[src/rtl/cache_control_nway.sv]
// cache_control_nway: control FSM for an N-way set-associative write-back,
// write-allocate cache with tree pseudo-LRU replacement.
// Hits are answered combinationally in HIT_CHECK. On a miss, the victim way is
// latched and the FSM goes through an optional WRITE_BACK and then READ_BACK.
// Once the refill completes, the access is replayed as a hit.
// Optional feature: define CACHE_INVALID_FIRST_EN to prefer an invalid way as
// the victim over the PLRU choice.
//
// Handshake: mem_read/mem_write are held by the CPU until the 1-cycle mem_resp
// pulse. pmem_read/pmem_write are held by this block until the adaptor pulses
// pmem_resp. A transfer completes on the clock edge where request and response
// are both high.
module cache_control_nway #(
  parameter int WAYS = 4
) (
  input  logic                     clk,
  input  logic                     rst,
  input  logic                     mem_read,
  input  logic                     mem_write,
  output logic                     mem_resp,
  input  logic [WAYS-1:0]          valid_i,
  input  logic [WAYS-1:0]          dirty_i,
  input  logic [WAYS-1:0]          cmp_i,
  input  logic [WAYS-2:0]          plru_i,
  output logic [$clog2(WAYS)-1:0]  way_o,
  output logic                     dimux_sel,
  output logic [1:0]               we_mode,
  output logic                     addrmux_sel,
  output logic                     plru_load,
  output logic [WAYS-2:0]          plru_o,
  output logic [WAYS-1:0]          valid_load,
  output logic                     valid_o,
  output logic [WAYS-1:0]          dirty_load,
  output logic                     dirty_o,
  output logic [WAYS-1:0]          tag_load,
  output logic                     pmem_read,
  output logic                     pmem_write,
  input  logic                     pmem_resp,
  output logic [1:0]               state_o
);

  localparam int WB = $clog2(WAYS);

  typedef enum logic [1:0] {
    HIT_CHECK  = 2'd0,
    WRITE_BACK = 2'd1,
    READ_BACK  = 2'd2
  } state_t;

  state_t          state_q, state_d;
  logic [WB-1:0]   victim_q, victim_d;

  logic            req;
  logic            hit;
  logic [WAYS-1:0] hit_vec;
  logic [WB-1:0]   hit_way;
  logic [WAYS-1:0] hit_oh;
  logic [WAYS-1:0] victim_oh;
  logic [WB-1:0]   victim;

  // Walk the tree from the root; each node bit selects the LRU half.
  function automatic logic [WB-1:0] plru_victim(input logic [WAYS-2:0] t);
    int   node;
    logic b;
    node = 0;
    for (int l = 0; l < WB; l++) begin
      b = 1'b0;
      for (int n = 0; n < WAYS - 1; n++) begin
        if (n == node) b = t[n];
      end
      node = b ? (2 * node + 2) : (2 * node + 1);
    end
    return WB'(node - (WAYS - 1));
  endfunction

  // Point every node on the accessed way's path away from that way.
  function automatic logic [WAYS-2:0] plru_touch(input logic [WAYS-2:0] t,
                                                 input logic [WB-1:0]   w);
    logic [WAYS-2:0] r;
    int              node;
    logic            b;
    r    = t;
    node = 0;
    for (int l = 0; l < WB; l++) begin
      b = w[WB-1-l];
      for (int n = 0; n < WAYS - 1; n++) begin
        if (n == node) r[n] = ~b;
      end
      node = b ? (2 * node + 2) : (2 * node + 1);
    end
    return r;
  endfunction

  assign req       = mem_read | mem_write;
  assign hit_vec   = valid_i & cmp_i;
  assign hit       = |hit_vec;
  assign hit_oh    = WAYS'(1) << hit_way;
  assign victim_oh = WAYS'(1) << victim_q;
  assign state_o   = state_q;

  // Lowest-index matching way.
  always_comb begin
    hit_way = '0;
    for (int i = WAYS - 1; i >= 0; i--) begin
      if (hit_vec[i]) hit_way = WB'(i);
    end
  end

  // Replacement choice for the current set.
  always_comb begin
    victim = plru_victim(plru_i);
`ifdef CACHE_INVALID_FIRST_EN
    for (int i = WAYS - 1; i >= 0; i--) begin
      if (!valid_i[i]) victim = WB'(i);
    end
`endif
  end

  // Next state; victim is captured only on the miss-detect edge.
  always_comb begin
    state_d  = state_q;
    victim_d = victim_q;
    case (state_q)
      HIT_CHECK: begin
        if (req && !hit) begin
          victim_d = victim;
          state_d  = (valid_i[victim] && dirty_i[victim]) ? WRITE_BACK : READ_BACK;
        end
      end
      WRITE_BACK: if (pmem_resp) state_d = READ_BACK;
      READ_BACK:  if (pmem_resp) state_d = HIT_CHECK;
      default:    state_d = HIT_CHECK;
    endcase
  end

  // State and latched victim registers, synchronous reset.
  always_ff @(posedge clk) begin
    if (rst) begin
      state_q  <= HIT_CHECK;
      victim_q <= '0;
    end else begin
      state_q  <= state_d;
      victim_q <= victim_d;
    end
  end

  // Datapath and memory-side control decoded from state and set inputs.
  always_comb begin
    mem_resp    = 1'b0;
    way_o       = '0;
    dimux_sel   = 1'b0;
    we_mode     = 2'b00;
    addrmux_sel = 1'b0;
    plru_load   = 1'b0;
    plru_o      = '0;
    valid_load  = '0;
    valid_o     = 1'b0;
    dirty_load  = '0;
    dirty_o     = 1'b0;
    tag_load    = '0;
    pmem_read   = 1'b0;
    pmem_write  = 1'b0;
    if (!rst) begin
      case (state_q)
        HIT_CHECK: begin
          if (req && hit) begin
            mem_resp  = 1'b1;
            way_o     = hit_way;
            plru_load = 1'b1;
            plru_o    = plru_touch(plru_i, hit_way);
            if (mem_write) begin
              we_mode    = 2'b01;
              dirty_load = hit_oh;
              dirty_o    = 1'b1;
            end
          end
        end
        WRITE_BACK: begin
          way_o       = victim_q;
          pmem_write  = 1'b1;
          addrmux_sel = 1'b1;
        end
        READ_BACK: begin
          way_o     = victim_q;
          pmem_read = 1'b1;
          if (pmem_resp) begin
            dimux_sel  = 1'b1;
            we_mode    = 2'b10;
            tag_load   = victim_oh;
            valid_load = victim_oh;
            dirty_load = victim_oh;
            valid_o    = 1'b1;
          end
        end
        default: way_o = victim_q;
      endcase
    end
  end

endmodule
[config.mk]
export PLATFORM = sky130hd
export DESIGN_NAME = cache_control_nway
export DESIGN_NICKNAME = d
export VERILOG_FILES = /design/src/rtl/cache_control_nway.sv
export SDC_FILE = /design/constraint.sdc
export NUM_CORES = 1
export LEC_CHECK = 0
export BUFFER_PORTS_ARGS = -buffer_cell sky130_fd_sc_hd__buf_2
export CAP_MARGIN = 20
export CELL_PAD_IN_SITES_DETAIL_PLACEMENT = 0
export CELL_PAD_IN_SITES_GLOBAL_PLACEMENT = 1
export CORE_MARGIN = 5
export CORE_UTILIZATION = 26
export DETAILED_ROUTE_END_ITERATION = 10
export PLACE_DENSITY_LB_ADDON = 0.1
export SLEW_MARGIN = 20
export SYNTH_ARGS = -nofsm -noshare
export SYNTH_HDL_FRONTEND = slang
export SYNTH_SLANG_ARGS = --single-unit
[constraint.sdc]
create_clock -name clk -period 4.2 [get_ports clk]
set_input_delay 0.84 -clock clk [delete_from_list [all_inputs] [get_ports clk]]
set_output_delay 0.84 -clock clk [all_outputs]
set_load 0.1 [all_outputs]
==> flow_metrics.py, run 1 <==
metrics = {
    "detailed_routing": {
        "firstDrtPassIters": 4,
        "via_per_inst": 5.019,
        "drc": 0,
        "antenna_left": 0,
        "first_iter_violations": 14,
        "wirelength_um": 2088,
        "num_vias": 793,
        "routedWlPerCell_um": 13.22,
    },
    "logic_synthesis": {
        "synth_commonest_cells": "12 x nand2_1, 10 x nor2_1, 8 x buf_4",
        "synthTopCellsByArea": "dfxtp_1 13%, buf_4 9.6%, nand2_1 7.2%, nor2_1 6.0%, nor3_1 4.0%",
        "yosysUniqueCellTypes": 36,
        "yosysMostFrequentCell": "nand2_1",
        "synth_flop_cell": "dfxtp_1",
        "synth-edff-count": 0,
        "syn_area_um2": 623.1,
        "syn_inst": 90,
        "yosysSeqAreaShare_pct": 12.85,
        "synth_warnings": 0,
        "synth_fp_nets": 110,
        "synth_top_cell_by_area": "dfxtp_1",
        "avgSynthCellArea_um2": 6.923,
        "ys_seq_elements": 4,
        "async_flop_share_pct": 0,
        "yosysTopAreaCellShare_pct": 12.85,
    },
    "layout": {
        "fin_nets": 152,
        "fillers": 277,
        "final_cell_count_no_fill": 158,
        "num_antenna_cells": 0,
        "area_growth_pct": 43.77,
        "drive_above_1_share_pct": 53.85,
        "finish.utilization_pct": 39.73,
        "final_area_um2": 895.9,
        "register_area_um2": 80.08,
        "multi_input_area_um2": 495.5,
    },
    "worst_setup_path": {
        "cp.required_ps": 3360,
        "arrival_ps": 2440,
        "cp-start-kind": "input port",
        "cp_max_fo": 6,
        "r2r_setup_slack_ps": 2660,
        "path_class": "in -> out",
        "endpoint_kind": "output port",
    },
    "cts": {
        "cts_num_sinks": 4,
        "ctsHoldBuffers": 0,
        "insertion_delay_ps": 230,
        "cts_buffers": 3,
        "cts_setup_buffers": 0,
        "clk_pin_slew_ps": 40,
        "cts_tree": "done",
        "clockBufferDepth": 2,
        "h-tree-depth": 1,
        "root_buffer": "clkbuf_4",
        "cts_resized": 0,
    },
    "timing": {
        "tightestPinTransition_ps": 521.1,
        "period_needed_ps": 3280,
        "drv_slew": 0,
        "relSlewSlack_pct": 65.21,
        "rsz0062_at_grt": "false",
        "setup_violations": 0,
        "setup_tns_ps": 0,
        "finClkSkew_ps": 3.164,
        "fmax_ghz": 0.3049,
        "period_share_pct": 78.09,
        "hold_violations": 0,
        "setup_ws_ps": 920.2,
    },
    "placed_design": {
        "post-place-cells": 155,
        "portBuffers": 48,
        "finalWeightedCongestion": 0.7328,
        "preCtsSetupSlack_ps": 915.0,
        "dp_hpwl_um": 1753,
        "postPlaceCellArea_um2": 873.3,
    },
    "outcome": {
        "status": "completed",
    },
    "grt": {
        "antenna_found_initial": 0,
        "use_met1_pct": 14.97,
        "grt_max_degree": 16,
        "top_usage_layer": "met2",
        "grt_pass1_wl_um": 3249,
        "first_global_vias": 750,
        "track_usage_pct": 11.94,
        "grt_use_met2_pct": 19.40,
        "gr-total-overflow": 0,
        "grtUsageMet3_pct": 4.167,
    },
    "floorplanning": {
        "start_util_pct": 27.64,
        "boundaryPins": 49,
        "rows": 17,
        "die_y_um": 58.96,
        "die_area_um2": 3476,
        "core-area_um2": 2255,
        "die_width_um": 58.96,
    },
    "job": {
        "drv_cap": 0,
    },
    "worst_hold_path": {
        "worst_hold_path_type": "reg -> reg",
    },
    "power": {
        "powerDensity_nw_per_um2": 283.7,
        "irDropWorstVdd_v": 0.0001608,
        "p_leak_uw": 0.0004807,
    },
}
[routing by layer]
layer  vias up  routed length (um)
met5         -                   0
met4         0                  12
met3         2                 183
met2        32                 969
met1       358                 922
li1        401                   -
[state kept, by name, summed over array words and instances, names as in the netlist]
name / cells
state_o: 2
victim_q: 2
[path summary, 6_finish.rpt]
check                    from           to  cells past startpoint
setup / recovery   valid_i[0]     way_o[1]                      6
hold / removal    victim_q[1]  victim_q[1]                      2
setup reg to reg   state_o[0]   state_o[1]                      4
hold reg to reg   victim_q[1]  victim_q[1]                      2
[critical path, cell delays in order]
cell	delay (ps)
buf_2	120
a22oi_2	300
nand2b_1	150
or4_1	410
a21oi_1	170
buf_2	450
[cell usage in the layout (no fill, tap or decap), types with 2 or more instances in the layout]
master and n:
buf_2 48, nand2_1 12, nor2_1 8, inv_1 6
nor3_2 5, o21ai_0 4, dfxtp_1 4, and2_1 3
clkbuf_4 3, nand2b_1 2, nand3b_1 2, a41oi_1 2
or2_2 2, nor2_2 2, nor3b_2 2, nand4b_1 2
mux2i_1 2
[report_power, final]
part           switching (uW)  leakage (uW)  total, uW  internal [uW]
clock network            15.3     0.0000138       47.2           31.9
registers                7.63     0.0000327       48.9           41.2
logic                     123      0.000434        158           34.9
total                     146      0.000481        254            108
[cell families after synthesis]
logic type	synth area share [%]
flip-flops	12.85
AND/OR/NAND/NOR	42.77
AO/OA/AOI/OAI	24.90
multiplexers	3.213
buffers and inverters	16.27
[area by class of cell]
class / instances / area share (%)
multi-input combinational: 69 / 55.31
timing repair buffer: 48 / 26.82
sequential: 4 / 8.939
tap: 28 / 3.911
clock buffer: 3 / 2.514
inverter: 6 / 2.514
[per-stage QoR]
step                power [uW]  hold WS (ps)
floorplan                179.9         543.4
global placement         208.7         633.6
detailed placement       208.1         634.0
CTS                      257.0         639.7
global route             269.4         692.9
finish                   254.1         639.2
No activity file was read; power rests on OpenSTA's default activity.
==> run 2: changes to the inputs <==
- ABC_AREA: unset -> 1
- CORE_UTILIZATION: 26 -> 24
- clock period: 4.2 -> 3.2 ns (I/O delays scaled with it)
==> run 2 against run 1 <==
  * Design area is 9.1% higher
  * Synthesized area increased by 5.6%
  * Critical endpoint is now plru_o[2]
  * Largest cell class unchanged
  * Worst hold slack got worse by 99 ps
==> flow_metrics.py, run 2 <==
metrics = {
    "cts": {
        "cts_tree": "done",
        "h-tree-depth": 1,
        "ctsHoldBuffers": 0,
        "root_buffer": "clkbuf_4",
        "clk_pin_slew_ps": 40,
        "cts_resized": 0,
        "cts_setup_buffers": 0,
        "cts_buffers": 3,
        "cts_num_sinks": 4,
        "insertion_delay_ps": 230,
        "clockBufferDepth": 2,
    },
    "outcome": {
        "status": "completed",
    },
    "worst_setup_path": {
        "r2r_setup_slack_ps": 2020,
        "path_cells": "buf_2, nand2_2, nand2_2, inv_2, nand2_2, inv_1, nor2_1, nor3_2, buf_2",
        "path_class": "in -> out",
        "endpoint_kind": "output port",
        "cp_common_cell": "nand2_2",
        "slowest_delay_ps": 450,
        "cp_max_fo": 4,
        "worst-path-buf-inv": 4,
        "arrival_ps": 1860,
        "cp_top_family": "buffers and inverters",
        "crit_slowest_cell": "buf_2",
        "cp-start-kind": "input port",
        "cp.required_ps": 2560,
    },
    "floorplanning": {
        "boundaryPins": 49,
        "die_area_um2": 3889,
        "die_y_um": 62.37,
        "rows": 19,
        "core-area_um2": 2686,
        "start_util_pct": 24.50,
        "die_width_um": 62.37,
    },
    "layout": {
        "layout_commonest_cell": "buf_2",
        "num_antenna_cells": 0,
        "drive_above_1_share_pct": 58.82,
        "area_growth_pct": 48.48,
        "fin_nets": 175,
        "finish.utilization_pct": 36.38,
        "final_cell_count_no_fill": 184,
        "mostFrequentLayoutCells": "48 x buf_2, 23 x nand2_1, 9 x inv_1, 9 x nor2_1",
    },
    "logic_synthesis": {
        "ys_seq_elements": 4,
        "synth_top_cell_by_area": "nand2_1",
        "syn_area_um2": 658.1,
        "yosysMostFrequentCell": "nand2_1",
        "yosysSeqAreaShare_pct": 12.17,
        "synth_commonest_cells": "23 x nand2_1, 13 x nor2_1, 9 x inv_1",
        "async_flop_share_pct": 0,
        "yosysUniqueCellTypes": 26,
        "avgSynthCellArea_um2": 5.929,
        "synth_warnings": 0,
        "synth-edff-count": 0,
        "synthTopCellsByArea": "nand2_1 13%, dfxtp_1 12%, buf_4 9.1%, nor2_1 7.4%, a21oi_1 6.1%",
        "syn_inst": 111,
        "synth_flop_cell": "dfxtp_1",
        "yosysTopAreaCellShare_pct": 13.12,
        "synth_fp_nets": 131,
    },
    "timing": {
        "relSlewSlack_pct": 67.08,
        "drv_slew": 0,
        "finClkSkew_ps": 1.830,
        "setup_ws_ps": 698.1,
        "hold_violations": 0,
        "whs_ps": 539.8,
        "period_needed_ps": 2502,
        "setup_violations": 0,
        "period_share_pct": 78.18,
        "fmax_ghz": 0.3997,
        "rsz0062_at_grt": "false",
        "setup_tns_ps": 0,
        "tightestPinTransition_ps": 497.2,
    },
    "detailed_routing": {
        "via_per_inst": 4.418,
        "antenna_left": 0,
        "firstDrtPassIters": 4,
        "wirelength_um": 2020,
        "first_iter_violations": 8,
        "routedWlPerCell_um": 10.98,
        "drc": 0,
        "num_vias": 813,
    },
    "grt": {
        "antenna_found_initial": 0,
        "gr-total-overflow": 0,
        "grt_pass1_wl_um": 3636,
        "grt_max_degree": 15,
        "first_global_vias": 823,
        "track_usage_pct": 10.94,
    },
    "power": {
        "powerDensity_nw_per_um2": 401.3,
        "irDropWorstVdd_v": 0.0001409,
        "p_leak_uw": 0.0005412,
    },
    "placed_design": {
        "dp_hpwl_um": 1798,
        "portBuffers": 48,
        "post-place-cells": 181,
        "finalWeightedCongestion": 0.7145,
        "preCtsSetupSlack_ps": 692.9,
    },
    "job": {
        "drv_cap": 0,
    },
    "worst_hold_path": {
        "worst_hold_path_type": "reg -> reg",
    },
}
## run 2: cell count changes in the layout (fill, tap and decap cells not counted), moves of 3 or more
| cell | previous run | this run |
|---|---|---|
| nor2_2 | 2 | 5 |
| and2_1 | 3 | 0 |
| o21ai_1 | 0 | 3 |
| o21ai_0 | 4 | 0 |
| nand4_1 | 0 | 5 |
| a21oi_2 | 0 | 6 |
| inv_2 | 0 | 5 |
| nand2_1 | 12 | 23 |
| nand2_2 | 0 | 6 |
| nand3_1 | 1 | 6 |
| inv_1 | 6 | 9 |
## run 2: final timing paths
kind               start          end  depth (start not counted)
max reg2reg   state_o[0]   state_o[0]                          7
min          victim_q[0]  victim_q[0]                          2
max           valid_i[0]    plru_o[2]                          9
min reg2reg  victim_q[0]  victim_q[0]                          2
## run 2: power by group
group,internal (uW),switching [uW]
sequential,55.6,7.72
clock,41.9,19.7
combinational,52.1,215
## run 2: metrics by stage
step                      total power [uW]  instance area [um^2]
after global placement               332.8                 954.7
final                                392.2                 977.2
after floorplan                      291.0                 739.5
after global routing                 417.3                 977.2
after CTS                            397.3                 977.2
after detailed placement             333.0                 954.7
## run 2: area by class of cell
class                   instances  area, um^2
multi-input cells              82       526.8
inverters                      16       67.56
fillers                       315        1709
clock buffers                   3       22.52
repair buffers                 48       240.2
well taps                      31       38.79
flip-flops and latches          4       81.33
## run 2: logic make-up after synthesis
group / Yosys count / synth area share (%)
DFF: 4 / 12.17
and+or+nand+nor: 66 / 53.99
buffers and inverters: 25 / 19.96
AOI/OAI and AO/OA: 16 / 13.88
## run 2: worst reg2reg max path: stages (launching register included)
cell	delay [ps]
dfxtp_1	560
nor2_4	90
nand2_4	110
inv_4	50
nand2_4	80
nand2_2	60
nand2_1	70
o21ai_2	50
## run 2: per-layer routing
metal,GRT usage [%],up-vias,wire length (um)
li1,-,436,-
met1,14.01,334,921
met2,17.36,37,876
met3,2.523,6,183
met4,4.775,0,38
met5,0,-,0
